$ cat config.mk
export PLATFORM = sky130hd
export DESIGN_NAME = generic_divider_flat
export DESIGN_NICKNAME = d
export VERILOG_FILES = /design/src/rtl/generic_pkg.sv /design/src/rtl/generic_divider_if.sv /design/src/rtl/generic_subtractor.sv /design/src/rtl/generic_divider.sv /design/src/flat_wrapper.sv
export SDC_FILE = /design/constraint.sdc
export NUM_CORES = 1
export LEC_CHECK = 0
export ABC_CLOCK_PERIOD_IN_PS = 3950
export CAP_MARGIN = 20
export CELL_PAD_IN_SITES_DETAIL_PLACEMENT = 2
export CELL_PAD_IN_SITES_GLOBAL_PLACEMENT = 2
export CORE_ASPECT_RATIO = 0.9
export CORE_MARGIN = 2
export CORE_UTILIZATION = 33
export CTS_CLUSTER_DIAMETER = 80
export DETAILED_ROUTE_END_ITERATION = 10
export PLACE_DENSITY_LB_ADDON = 0.1
export SLEW_MARGIN = 20
export SYNTH_ARGS = -nofsm -noshare
export SYNTH_HDL_FRONTEND = slang
export SYNTH_SLANG_ARGS = --single-unit
$ cat constraint.sdc
create_clock -name clk -period 3.95 [get_ports clk]
set_clock_uncertainty 0.05 [all_clocks]
set_input_delay 1.185 -clock clk [delete_from_list [all_inputs] [get_ports clk]]
set_output_delay 1.185 -clock clk [all_outputs]
set_load 0.05 [all_outputs]
$ cat src/rtl/generic_pkg.sv
// Shared definitions for the generic_divider slice.
//   div_state_t : divider control states (IDLE / RUN / DONE)
//   DEFAULT_N   : default operand/result width
//   cnt_width() : iteration counter width for an n-bit divider
package generic_pkg;

  localparam int DEFAULT_N = 20;

  typedef enum logic [1:0] {
    S_IDLE = 2'd0,
    S_RUN  = 2'd1,
    S_DONE = 2'd2
  } div_state_t;

  // One spare bit so the counter can step past n-1 without wrapping.
  function automatic int cnt_width(input int n);
    return $clog2(n) + 1;
  endfunction

endpackage

$ cat src/rtl/generic_divider_if.sv
// Request/result bundle of the divider.
//   start, dividend, divisor                          : requester -> divider
//   quotient, remainder, busy, done, div_by_zero      : divider -> requester
// master = requester side, slave = divider side.
interface generic_divider_if
  import generic_pkg::*;
#(
  parameter int N = DEFAULT_N
);

  logic         start;
  logic [N-1:0] dividend;
  logic [N-1:0] divisor;
  logic [N-1:0] quotient;
  logic [N-1:0] remainder;
  logic         busy;
  logic         done;
  logic         div_by_zero;

  modport master (
    output start, dividend, divisor,
    input  quotient, remainder, busy, done, div_by_zero
  );

  modport slave (
    input  start, dividend, divisor,
    output quotient, remainder, busy, done, div_by_zero
  );

endinterface

$ cat src/rtl/generic_subtractor.sv
// Combinational W-bit subtractor: diff = a - b - borrow_in.
//   a, b       : W-bit unsigned operands
//   borrow_in  : incoming borrow
//   diff       : W-bit difference
//   borrow_out : 1 when the result went below zero
module generic_subtractor #(
  parameter int W = 21
) (
  input  logic [W-1:0] a,
  input  logic [W-1:0] b,
  input  logic         borrow_in,
  output logic [W-1:0] diff,
  output logic         borrow_out
);

  logic [W:0] ext;

  // Extra top bit captures the borrow out of the W-bit subtraction.
  assign ext        = {1'b0, a} - {1'b0, b} - {{W{1'b0}}, borrow_in};
  assign diff       = ext[W-1:0];
  assign borrow_out = ext[W];

endmodule

$ cat src/rtl/generic_divider.sv
// Unsigned restoring divider, one quotient bit per clock, MSB first.
//   clk, rst : clock and synchronous active-high reset
//   bus      : generic_divider_if.slave
//              start/dividend/divisor in; quotient/remainder/div_by_zero
//              registered results; busy during RUN; done one-cycle pulse.
// A zero divisor bypasses RUN and completes on the next edge with
// quotient = all ones, remainder = dividend, div_by_zero = 1.
module generic_divider
  import generic_pkg::*;
#(
  parameter int N = DEFAULT_N
) (
  input  logic             clk,
  input  logic             rst,
  generic_divider_if.slave bus
);

  localparam int            CW        = cnt_width(N);
  localparam logic [CW-1:0] LAST_ITER = CW'(N - 1);

  div_state_t    state;
  div_state_t    state_nxt;
  logic [CW-1:0] iter_cnt;

  // Working registers: partial remainder (N+1 bits), quotient shift
  // register (starts holding the dividend), latched divisor.
  logic [N:0]    rem_r;
  logic [N-1:0]  quo_r;
  logic [N-1:0]  dvs_r;

  logic [N:0]    rem_shift;
  logic [N:0]    trial;
  logic          borrow;
  logic [N:0]    rem_nxt;
  logic [N-1:0]  quo_nxt;

  logic          accept;
  logic          div_zero;
  logic          last_iter;
  logic          busy_c;
  logic          done_c;

  logic [N-1:0]  quotient_r;
  logic [N-1:0]  remainder_r;
  logic          dbz_r;

  // Shift {remainder, quotient} left by one; the dividend MSB still held
  // in quo_r enters the remainder LSB.
  assign rem_shift = (rem_r << 1) | (N + 1)'(quo_r[N-1]);

  generic_subtractor #(
    .W (N + 1)
  ) u_sub (
    .a          (rem_shift),
    .b          ({1'b0, dvs_r}),
    .borrow_in  (1'b0),
    .diff       (trial),
    .borrow_out (borrow)
  );

  // Restore on borrow; otherwise keep the trial and record a 1.
  assign rem_nxt   = borrow ? rem_shift : trial;
  assign quo_nxt   = {quo_r[N-2:0], ~borrow};

  assign accept    = bus.start && (state != S_RUN);
  assign div_zero  = (bus.divisor == '0);
  assign last_iter = (iter_cnt == LAST_ITER);

  always_ff @(posedge clk) begin
    if (rst) state <= S_IDLE;
    else     state <= state_nxt;
  end

  always_comb begin
    state_nxt = state;
    busy_c    = 1'b0;
    done_c    = 1'b0;
    unique case (state)
      S_IDLE: begin
        if (accept) state_nxt = div_zero ? S_DONE : S_RUN;
      end
      S_RUN: begin
        busy_c = 1'b1;
        if (last_iter) state_nxt = S_DONE;
      end
      S_DONE: begin
        done_c = 1'b1;
        if (accept) state_nxt = div_zero ? S_DONE : S_RUN;
        else        state_nxt = S_IDLE;
      end
      default: state_nxt = S_IDLE;
    endcase
  end

  always_ff @(posedge clk) begin
    if (rst)                 iter_cnt <= '0;
    else if (accept)         iter_cnt <= '0;
    else if (state == S_RUN) iter_cnt <= iter_cnt + CW'(1);
  end

  // Working datapath carries no reset; it is always reloaded on accept.
  always_ff @(posedge clk) begin
    if (accept) begin
      rem_r <= '0;
      quo_r <= bus.dividend;
      dvs_r <= bus.divisor;
    end else if (state == S_RUN) begin
      rem_r <= rem_nxt;
      quo_r <= quo_nxt;
    end
  end

  // Result registers change only when a division completes.
  always_ff @(posedge clk) begin
    if (rst) begin
      quotient_r  <= '0;
      remainder_r <= '0;
      dbz_r       <= 1'b0;
    end else if (accept && div_zero) begin
      quotient_r  <= '1;
      remainder_r <= bus.dividend;
      dbz_r       <= 1'b1;
    end else if ((state == S_RUN) && last_iter) begin
      quotient_r  <= quo_nxt;
      remainder_r <= N'(rem_nxt);
      dbz_r       <= 1'b0;
    end
  end

  assign bus.quotient    = quotient_r;
  assign bus.remainder   = remainder_r;
  assign bus.div_by_zero = dbz_r;
  assign bus.busy        = busy_c;
  assign bus.done        = done_c;

endmodule

$ cat src/flat_wrapper.sv
// flat-port wrapper written by rule: the top's interface ports become plain ports
module generic_divider_flat import generic_pkg::*;
#(
  parameter int N = DEFAULT_N
)
  (clk, rst, bus_start, bus_dividend, bus_divisor, bus_quotient, bus_remainder, bus_busy, bus_done, bus_div_by_zero);
  generic_divider_if #(.N(N)) bus_i ();
  input  logic clk;
  input  logic rst;
  input wire logic [$bits(bus_i.start)-1:0] bus_start;
  input wire logic [$bits(bus_i.dividend)-1:0] bus_dividend;
  input wire logic [$bits(bus_i.divisor)-1:0] bus_divisor;
  output wire logic [$bits(bus_i.quotient)-1:0] bus_quotient;
  output wire logic [$bits(bus_i.remainder)-1:0] bus_remainder;
  output wire logic [$bits(bus_i.busy)-1:0] bus_busy;
  output wire logic [$bits(bus_i.done)-1:0] bus_done;
  output wire logic [$bits(bus_i.div_by_zero)-1:0] bus_div_by_zero;
  assign bus_i.start = bus_start;
  assign bus_i.dividend = bus_dividend;
  assign bus_i.divisor = bus_divisor;
  assign bus_quotient = bus_i.quotient;
  assign bus_remainder = bus_i.remainder;
  assign bus_busy = bus_i.busy;
  assign bus_done = bus_i.done;
  assign bus_div_by_zero = bus_i.div_by_zero;
  generic_divider #(.N(N)) u_core (.clk(clk), .rst(rst), .bus(bus_i));
endmodule
Yosys cells after proc, flatten, opt, wreduce, memory -nomap -nowiden. Index checks and enable logic that the tools add are counted.

Output and inout bits: 43. Input port bits: 43. Flip-flop bits (word level): 109.

Mux-type cells: 16. Equality and inequality tests: 6. Bitwise gates (word level): 2. Add/subtract/negate cells: 2. Reductions and logical operators: 9.

Operators with widths (count): 20-bit two-way mux (7); 21-bit by 20-bit subtractor with 22-bit output (1); 21-bit by 1-bit bitwise OR with 21-bit output (1); 20-bit logical NOT (1); 2-bit two-way mux (4); 6-bit by 1-bit adder with 6-bit output, second input constant (1); 6-bit by 5-bit == test with 1-bit output, second input constant (1); 2-bit by 1-bit != test with 1-bit output, second input constant (3); 2-bit case mux with 3 select lines (1); 1-bit two-way mux (4); 2-bit nonzero test (2); 1-bit logical AND (3); 2-bit by 1-bit == test with 1-bit output, second input constant (1); 2-bit == test, second input constant (1); 2-bit logical NOT (1); 2-bit AND reduction (1); 2-bit OR reduction (1); 1-bit NOT (1).

Logic depth before layout (Yosys ltp). Gate-level depths: netlist of run 1.

Depth after elaboration: 5. Gate-level depth with buffers: 11.

Cells and area by module. Synthesis of run 1 repeated with hierarchy kept, for this count alone.

Cells, all modules: 664. Area total of the unflattened synthesis: 6102.1 µm².

Modules (own cells, without submodules): generic_divider (area each 4561.9 µm², cells an instance 444, seq. area each 2582.5 µm², times used 1); generic_subtractor (area each 1540.2 µm², cells an instance 220, seq. area each 0.0 µm², times used 1).

Worst setup path before layout of run 1. Ideal clock, no wire load.

Path kind: input -> register. From: in bus_divisor[5]. To: reg u_core.quotient_r[10], in the netlist u_core.bus.quotient[10]. Setup time: 0.078 ns. Path slack: 1.013 ns. Arrival: 2.809 ns. Cell stages on the path: 6. Data required time: 3.822 ns. Path buffers: 2. Cell sequence: or4_1 nor3_1 clkbuf_1 clkbuf_1 nor3_1 nor3_1.

Longest elaborated chain between the ends: 3. Elaborated cells between the ends (all ways): 4. Those cells by class: mux: 1; reduce/logical: 3.

Ends and longest elaborated chain: start: declaration (line flat_wrapper.sv:12) `input wire logic [$bits(bus_i.divisor)-1:0] bus_divisor;`; 20-bit logical NOT (*) (line generic_divider.sv:66) `assign div_zero = (bus.divisor == '0);`; 1-bit logical AND (*) (line generic_divider.sv:119) `end else if (accept && div_zero) begin`; 20-bit two-way mux / 2-bit nonzero test (equally long branches); end signal: assignment (line generic_divider.sv:124) `quotient_r <= quo_nxt;`; end: declaration (line generic_divider.sv:43) `logic [N-1:0] quotient_r;`.

Mark *: on every way between the ends. The rest lies on a longest branch, timed or not. A chain may end at the register's enable or synchronous reset.

Worst setup path in the final report of run 1.
From: reg u_core.dvs_r[16]. To: reg u_core.remainder_r[5], in the netlist u_core.bus.remainder[5].

Longest elaborated chain between the ends: 4.

Ends and longest elaborated chain: start: declaration (line generic_divider.sv:29) `logic [N-1:0] dvs_r;`; start signal: assignment (line generic_divider.sv:106) `dvs_r <= bus.divisor;`; 21-bit by 20-bit subtractor with 22-bit output (line generic_subtractor.sv:19) `assign ext = {1'b0, a} - {1'b0, b} - {{W{1'b0}}, borrow_in};`; 20-bit two-way mux (line generic_divider.sv:62) `assign rem_nxt = borrow ? rem_shift : trial;`; 20-bit two-way mux (line generic_divider.sv:123) `end else if ((state == S_RUN) && last_iter) begin`; 20-bit two-way mux (line generic_divider.sv:119); end signal: assignment (line generic_divider.sv:121) `remainder_r <= bus.dividend;`; end signal: assignment (line generic_divider.sv:125) `remainder_r <= N'(rem_nxt);`; end: declaration (line generic_divider.sv:44) `logic [N-1:0] remainder_r;`.

Every way passes these cells. The select of a mux whose other input is x is not followed.

==> results of run 1 <==
area by class of cell:
cell class / count / share of cell area (%)
clock buffer: 11 / 3.66
clock inverter: 5 / 1.14
inverter: 28 / 1.51
multi-input combinational: 439 / 39.0
sequential: 109 / 37.2
tap: 207 / 3.73
timing repair buffer: 98 / 13.8
flip-flops by register name, indices dropped and copies added, names as in the netlist:
name / cells
u_core.dvs_r: 20
u_core.quo_r: 20
u_core.state: 2
u_core.bus.quotient: 20
u_core.bus.div_by_zero: 1
u_core.bus.remainder: 20
u_core.iter_cnt: 6
u_core.rem_r: 20
where the power goes:
| part | internal (uW) | switching, uW | total, uW |
|---|---|---|---|
| combinational | 116 | 180 | 296 |
| clock | 596 | 443 | 1040 |
| sequential | 1220 | 26.9 | 1250 |
| total | 1940 | 650 | 2590 |
per-stage QoR:
step           worst slack, ns  utilization (%)
6_report                 0.369             42.6
5_1_grt                  0.112             42.6
4_1_cts                  0.391             42.6
3_5_place_dp             0.273             40.5
3_3_place_gp             0.321             40.5
2_1_floorplan             1.01                -
placed cells by master, fill, tap and decap left out, types with 4 or more instances in the layout:
cell type	synthesis	routed
nand2_1	92	92
clkdlybuf4s50_1	0	84
nor3_1	74	73
dfxtp_1	69	69
edfxtp_1	40	40
o21ai_0	39	39
nor2_1	39	38
inv_1	27	27
ha_1	21	21
a21oi_1	19	19
mux2i_1	18	18
a211oi_1	13	13
buf_4	0	12
xnor2_1	11	11
or3_1	11	11
clkbuf_16	0	10
a2111oi_0	9	9
nand3_1	8	8
xor2_1	8	8
nand2b_1	6	6
nor4_1	6	6
nand4_1	5	5
nor2b_1	4	4
and2_1	4	4
o21bai_1	4	4
or2_2	4	4
cell families (layout without fill, tap and decap cells):
family,Yosys count,in the layout,share of synthesized area (%)
simple gates,262,262,22.0
compound gates,117,117,14.8
flops,109,109,46.5
buf+inv,69,142,5.03
fa+ha+maj,22,22,5.09
xor+xnor,19,19,3.00
mux,19,19,3.52
per-layer routing:
metal	track usage, %	vias up
li1	-	2333
met3	3.11	10
met5	0	-
met4	4.35	0
met1	27.9	2450
met2	37.6	77
critical path, delay by kind of cell, from the launching register on:
kind                       cells  cell delay, ns
AOI/OAI and AO/OA              4            1.55
adders and majority gates      1            0.40
buffers and inverters          1            0.05
DFF                            1            0.33
muxes                          1            0.31
and+or+nand+nor                2            0.75
path summary, 6_finish.rpt:
path	to	slack, ns
worst max-delay path	u_core.bus.remainder[5]$_SDFFE_PP0P_	0.37
worst min-delay path	u_core.rem_r[4]$_SDFFE_PP0P_	0.44
worst max register to register	u_core.bus.remainder[5]$_SDFFE_PP0P_	0.37
worst min register to register	u_core.rem_r[4]$_SDFFE_PP0P_	0.44
==> metrics.txt, run 1 <==
Mapped Area 5550 um^2; max cap viols 0; Mapped Cells 617; dominant synthesized flop cell dfxtp_1; setup repair bufs after CTS 0; slowest CP cell a2111oi_2; Nets 750; CTS Sinks 109; most numerous cell in the Yosys netlist nand2_1; Slew Viols, Final 0; pwr/cell area 373 nW/um^2; Power Total 2590 uW; syn_nets 682; die area 17900 um^2; Lkg Pwr 0.00264 uW; GR Overflow Total 0; r2r startpoint u_core.dvs_r[16]$_DFFE_PP_; FMAX 279 MHz; Seq cells post-synth 109; chip width 141 um; CTS tree built; Startpoint Class flop; placer congestion estimate 0.809; Fin. Hold Viols 0; Post-Layout Cell Count 897; Final setup viols 0; initial antenna violation count 0; clk buf depth 2; multi-input logic area 2700 um^2; period utilization 90.6%; core area 16300 um^2; Critical Path RT 4.12 ns; most area-hungry cell type in the Yosys netlist dfxtp_1; RSZ-0062 raised after global routing false; CTS Buf Count 9; # H-tree levels 3; hpwl dp 13500 um; cells along the critical path inv_1 -> ha_1 -> a21oi_1 -> o21ai_1 -> nor2b_1 -> a2111oi_2 -> nand2_2 -> mux2i_1 -> a2111oi_0; diode count 0; drt first-iter violations 172; worst vdd ir 0.206 mV; drt first pass iters 5; cts hold-fix bufs 0; Placed Area 6610 um^2; vias in the first global route 5358; number of flops mapped to enable cells by yosys 40; cell area after layout 6940 um^2; Crit. Startpoint u_core.dvs_r[16]$_DFFE_PP_; # DRC 0; Initial Util 34.1%; largest net degree at the start of global routing 50; fraction of layout cells with a size suffix above 1 6.81%; met3 wire length 448 um; Tightest Hold Check Type flop to flop; Fillers 1772; first-pass GRT wire length 29600 um; die height 127 um; Layout area overhead 25.0%; final WL 18500 um; Rel. slew slack 32.9%; drt via density 5.43; CP max FO 16; outcome complete, no violations; max incr delay on CP 0.70 ns; clock root buffer clkbuf_16; Worst setup EP type flop; worst-margin pin slew 1.01 ns; Vias 4870; clock-pin slew on the worst setup and hold paths 0.08 ns; IO Count 86; Yosys Warn Count 0; Min-Delay Path Depth 2; DR top layer met4; post-synthesis sequential area ratio 46.5%; Final TNS setup 0 ns; Register-to-Register Path Depth 9; crit path DAT 3.75 ns; Mapped Avg Cell Area 9.00 um^2; register area 2580 um^2; WL met2 9300 um; WL met1 8540 um; share of the synthesized area in the top cell type 24.9%; crit path kind flop to flop; synth cell count leaders 92 x nand2_1, 74 x nor3_1, 69 x dfxtp_1, 40 x edfxtp_1; hold path startpoint u_core.rem_r[4]$_SDFFE_PP0P_; hold_ws 0.438 ns; All-Layer GR Usage 21.3%; Routed WL per cell 20.6 um; top cells by area, synth dfxtp_1 25%, edfxtp_1 22%, nor3_1 6.7%; cell row count 44; Buffers on Ports 85; placed insts 881; post_cts resized 0; ANT nets after route 0; async set or reset register ratio after synthesis 0%; Final Critical Period 3.58 ns; clk_lat worst skew 0.36 ns; count of different cell masters after synthesis 59
Note: power is estimated with default switching activity, not from simulation.
==> run 2, diff against run 1 <==
Settings changed: CORE_ASPECT_RATIO 0.9 to 0.5.
==> run 2 against run 1 <==
Register-to-register slack better by 0.03 ns. Combinational power about the same. Flip-flop and latch count is the same. Utilization is 0.23 points lower. Clock power is 11% lower. Sequential share of layout area is 0.11 points lower. Power down 4.4%. Setup slack improved by 0.032 ns. Design area grew 0.31%. Sequential power hardly changed. Via count fell by 0.62%. Critical path type unchanged.
==> metrics.txt, run 2 (synthesis gave the netlist of run 1 again) <==
hold path startpoint u_core.rem_r[10]$_SDFFE_PP0P_; leading cell types in the layout, fill and taps excluded 92 x nand2_1, 84 x clkdlybuf4s50_1, 73 x nor3_1, 69 x dfxtp_1, 40 x edfxtp_1; initial antenna violation count 2 (+2); Nets 750 (unchanged); Min-Delay Path Depth 2 (unchanged); crit path kind flop to flop; # H-tree levels 3 (unchanged); outcome complete, no violations; Register-to-Register Path Depth 10 (+1); Fin. Hold Viols 0 (unchanged); diode count 0 (unchanged); r2r endpoint u_core.bus.remainder[10]$_SDFFE_PP0P_; Buffers on Ports 85 (unchanged); ANT nets after route 0 (unchanged); Lkg Pwr 0.00263 uW (-0.35%); setup repair bufs after CTS 0 (unchanged); Final TNS setup 0 ns (unchanged); clk_lat worst skew 0.36 ns (about the same); All-Layer GR Usage 21.8% (+0.54 points); PnR worst setup slack 0.401 ns (+0.0318 ns); drt via density 5.28 (-2.8%); # DRC 0 (unchanged); Place WS 0.392 ns (+0.120 ns); worst-margin pin slew 0.991 ns (-0.0151 ns); IO Count 86 (unchanged); hpwl dp 13600 um (+1.2%); RSZ-0062 raised after global routing false; fraction of layout cells with a size suffix above 1 6.81% (unchanged); cts hold-fix bufs 0 (unchanged); Tightest Hold Check Type flop to flop; first-pass GRT wire length 29700 um (+0.28%); placer congestion estimate 0.773 (-4.5%); Critical Path RT 4.10 ns (-0.02 ns); Slew Viols, Final 0 (unchanged); FMAX 282 MHz (+0.89%); die area 17900 um^2 (+0.35%); placed insts 900 (+2.2%); drt first pass iters 4 (-1); Initial Util 33.8% (-0.29 points); commonest non-fill, non-tap cell in the layout nand2_1; worst vdd ir 0.210 mV (+2.0%); CP max FO 10 (-6); chip width 187 um (+33%); period utilization 89.8% (-0.80 points); Layout area overhead 25.4%; largest net degree at the start of global routing 50 (unchanged); Routed WL per cell 20.6 um (-0.31%); clk buf depth 2 (unchanged); clock root buffer clkbuf_16; CTS Buf Count 9 (unchanged); Final Critical Period 3.55 ns (-0.0318 ns); Post-Layout Cell Count 917 (+2.2%); crit path DAT 3.70 ns (-0.05 ns); drt first-iter violations 166 (-3.5%); die height 95.7 um (-25%); hold path endpoint u_core.rem_r[10]$_SDFFE_PP0P_; CTS tree built; GR Overflow Total 0 (unchanged); Final setup viols 0 (unchanged); Rel. slew slack 33.9% (+1.0 points); reg2reg setup slack 0.40 ns (+0.03 ns); r2r startpoint u_core.dvs_r[16]$_DFFE_PP_; core area 16400 um^2 (+0.85%); max cap viols 0 (unchanged); CTS Sinks 109 (unchanged); pwr/cell area 355 nW/um^2 (-4.7%); final WL 18800 um (+1.9%); Worst setup EP type flop; clock-pin slew on the worst setup and hold paths 0.08 ns (about the same); vias in the first global route 5147 (-3.9%); post_cts resized 0 (unchanged); Vias 4840 (-0.62%); Startpoint Class flop; cell row count 33 (-25%)
[run 2: cell count changes in the layout (fill, tap and decap cells not counted), moves of 2 or more]
cell,previous run,this run
clkinv_2,2,0
buf_4,12,10
clkinv_4,0,2
bufinv_16,2,0
[run 2: worst max path at each step]
stage | start | endpoint | depth (start not counted)
2_1_floorplan | bus_divisor[5] | u_core.bus.quotient[10]$_SDFFE_PP0P_ | 6
6_report | u_core.dvs_r[16]$_DFFE_PP_ | u_core.bus.remainder[10]$_SDFFE_PP0P_ | 10
3_3_place_gp | bus_divisor[14] | u_core.bus.remainder[17]$_SDFFE_PP0P_ | 7
5_1_grt | u_core.dvs_r[16]$_DFFE_PP_ | u_core.bus.remainder[10]$_SDFFE_PP0P_ | 10
4_1_cts | u_core.dvs_r[16]$_DFFE_PP_ | u_core.bus.remainder[10]$_SDFFE_PP0P_ | 10
3_5_place_dp | bus_divisor[14] | u_core.bus.remainder[2]$_SDFFE_PP0P_ | 7
[run 2: layout make-up]
cell class                      instances  area, um^2
Clock buffer                           11         243
Clock inverter                          5        53.8
Fill cell                            1820        9470
Inverter                               28         105
Multi-Input combinational cell        439        2700
Sequential cell                       109        2580
Tap cell                              227         284
Timing Repair Buffer                   98         988
[run 2: per-layer routing]
metal  GRT usage, %  up-vias  routed length, um  part of all wire (%)
li1               -     2340                  -                     -
met1           31.0     2401               9610                    51
met2           35.1       87               8230                    44
met3           4.08       12                818                   4.3
met4           4.00        0                181                  0.96
met5              0        -                  0                     0
[run 2: worst max-delay path: stages (launching register included)]
cell and delay (ns):
edfxtp_1 0.35, inv_1 0.05, ha_1 0.42, a21oi_1 0.26, o21ai_1 0.17, nor2b_1 0.18, a2111oi_2 0.60, nand2_2 0.38
buf_4 0.31, mux2i_1 0.43, a2111oi_0 0.19
[run 2: stage by stage]
stage / area (um^2) / utilization, % / hold slack [ns] / total power [uW]
floorplan: 5550 / - / 0.400 / 1440
global placement: 6640 / 40.4 / 0.412 / 1560
detailed placement: 6640 / 40.4 / 0.436 / 1570
CTS: 6930 / 42.2 / 0.449 / 2500
global route: 6960 / 42.3 / 0.475 / 2580
finish: 6960 / 42.3 / 0.445 / 2470
[run 2: power breakdown]
part	switching, uW	internal, uW
Sequential	26.3	1220
Combinational	181	118
Clock	463	461
Total	670	1800
==> run 3, diff against run 2 <==
Settings changed: CORE_UTILIZATION 33 to 39, DONT_BUFFER_PORTS from default to 1.
==> run 3 against run 2 <==
Combinational power decreased by 22%. Utilization is 1.4 points higher. Via count fell by 5.4%. Clock power is 0.8% lower. Critical path type unchanged. Worst hold slack improved by 0.0043 ns. Design area decreased by 14%. Die area down 15%. Flip-flop and latch count did not move.
==> metrics.txt, run 3 (synthesis gave the netlist of run 1 again) <==
initial antenna violation count 0 (-2); Register-to-Register Path Depth 11 (+1); Final TNS setup 0 ns (unchanged); max cap viols 0 (unchanged); reg2reg setup slack 0.49 ns (+0.09 ns); placer congestion estimate 0.742 (-3.9%); # H-tree levels 3 (unchanged); crit path DAT 3.63 ns (-0.07 ns); die area 15300 um^2 (-15%); CP max FO 4 (-6); Layout area overhead 8.23%; clock root buffer clkbuf_16; diode count 0 (unchanged); final WL 18300 um (-3.2%); commonest non-fill, non-tap cell in the layout nand2_1; Final Critical Period 3.46 ns (-0.0935 ns); clk buf depth 2 (unchanged); crit path kind flop to flop; Util after Layout 43.7% (+1.4 points); Routed WL per cell 23.0 um (+12%); CTS tree built; # DRC 0 (unchanged); ANT nets after route 0 (unchanged); hpwl dp 13300 um (-2.4%); cells along the critical path inv_1 -> ha_1 -> inv_1 -> fa_1 -> a21o_1 -> a2111oi_4 -> o21ai_1 -> a221oi_1 -> xnor2_1 -> mux2i_1 -> o21ai_0; Placed Area 5710 um^2 (-14%); largest net degree at the start of global routing 50 (unchanged); cell row count 30 (-9.1%); r2r endpoint u_core.rem_r[18]$_SDFFE_PP0P_; Final setup viols 0 (unchanged); fraction of layout cells with a size suffix above 1 7.14% (+0.33 points); Slew Viols, Final 0 (unchanged); cts hold-fix bufs 0 (unchanged); Vias 4581 (-5.4%); Initial Util 40.4% (+6.6 points); Min-Delay Path Depth 2 (unchanged); drt first-iter violations 214 (+29%); first-pass GRT wire length 29400 um (-0.84%); die height 88.4 um (-7.7%); core area 13700 um^2 (-16%); vias in the first global route 4965 (-3.5%); hold path startpoint u_core.rem_r[12]$_SDFFE_PP0P_; clk_lat worst skew 0.35 ns (about the same); max incr delay on CP 0.54 ns (-0.06 ns); Critical Path RT 4.13 ns (+0.03 ns); CTS Buf Count 9 (unchanged); Fillers 1511 (-17%); IO Count 86 (unchanged); worst-margin pin slew 1.02 ns (+0.0246 ns); Worst setup EP type flop; cell area after layout 6010 um^2 (-14%); hold path endpoint u_core.rem_r[12]$_SDFFE_PP0P_; pwr/cell area 400 nW/um^2 (+12%); chip width 173 um (-7.8%); Nets 662 (-12%); Rel. slew slack 32.1% (-1.8 points); Power Total 2400 uW (-2.9%); drt first pass iters 6 (+2); RSZ-0062 raised after global routing false; r2r startpoint u_core.quo_r[19]$_DFFE_PP_; GR Overflow Total 0 (unchanged); Lkg Pwr 0.00229 uW (-13%); All-Layer GR Usage 25.2% (+3.4 points); Startpoint Class flop; hold_ws 0.449 ns (+0.00427 ns); outcome complete, no violations; Most common cell on crit path inv_1; multi-input logic area 2720 um^2 (+0.46%); Tightest Hold Check Type flop to flop; Fin. Hold Viols 0 (unchanged); worst vdd ir 0.201 mV (-4.0%); leading cell types in the layout, fill and taps excluded 92 x nand2_1, 73 x nor3_1, 69 x dfxtp_1, 40 x edfxtp_1; Buffers on Ports 0 (-100%); drt via density 5.77 (+9.3%); clock-pin slew on the worst setup and hold paths 0.08 ns (about the same); register area 2580 um^2 (unchanged); slowest CP cell a221oi_1; period utilization 87.5% (-2.4 points); CTS Sinks 109 (unchanged); FMAX 289 MHz (+2.7%)
## run 3: power by group
part	internal [uW]	switching [uW]
sequential	1220	27.0
combinational	77.1	156
clock	447	471
total	1750	654
## run 3: area by class of cell
| cell class | count | area share, % |
|---|---|---|
| multi-input cells | 439 | 45.2 |
| flip-flops and latches | 109 | 43.0 |
| well taps | 192 | 4.00 |
| clock buffers | 10 | 3.81 |
| inverters | 28 | 1.75 |
| repair buffers | 10 | 1.25 |
| clock inverters | 6 | 1.02 |
## run 3: worst max-delay path: cells and delay by family, from the launching register on
family	cells	cell delay, ns
DFF	1	0.38
muxes	1	0.37
buffers and inverters	2	0.15
adders and majority gates	2	0.61
xor gates and xnor gates	1	0.16
AOI/OAI and AO/OA	5	1.61
## run 3: worst max-delay path by stage
stage / from / to / slack, ns / cells after the start
2_1_floorplan: bus_divisor[5] / u_core.bus.quotient[10]$_SDFFE_PP0P_ / 1.01 / 6
3_3_place_gp: u_core.quo_r[19]$_DFFE_PP_ / u_core.bus.remainder[18]$_SDFFE_PP0P_ / 0.42 / 11
3_5_place_dp: u_core.quo_r[19]$_DFFE_PP_ / u_core.rem_r[18]$_SDFFE_PP0P_ / 0.32 / 11
4_1_cts: u_core.quo_r[19]$_DFFE_PP_ / u_core.rem_r[18]$_SDFFE_PP0P_ / 0.18 / 11
5_1_grt: u_core.quo_r[19]$_DFFE_PP_ / u_core.bus.remainder[12]$_SDFFE_PP0P_ / 0.20 / 11
6_report: u_core.quo_r[19]$_DFFE_PP_ / u_core.rem_r[18]$_SDFFE_PP0P_ / 0.49 / 11
## run 3: metrics by stage
stage,setup WS (ns),instances
finish,0.495,794
global route,0.202,794
CTS,0.176,794
detailed placement,0.318,778
global placement,0.417,778
floorplan,1.01,617
## run 3: routing by layer
| layer | track usage [%] | vias up | share of wire (%) |
|---|---|---|---|
| met5 | 0 | - | 0 |
| met4 | 4.55 | 0 | 0.65 |
| met3 | 6.62 | 14 | 5.6 |
| met2 | 40.9 | 85 | 44 |
| met1 | 34.7 | 2321 | 50 |
| li1 | - | 2161 | - |
## run 3: timing repair
action,in CTS,in global routing
setup endpoints to repair,0,3
setup buffers,0,0
gates resized for setup,0,2
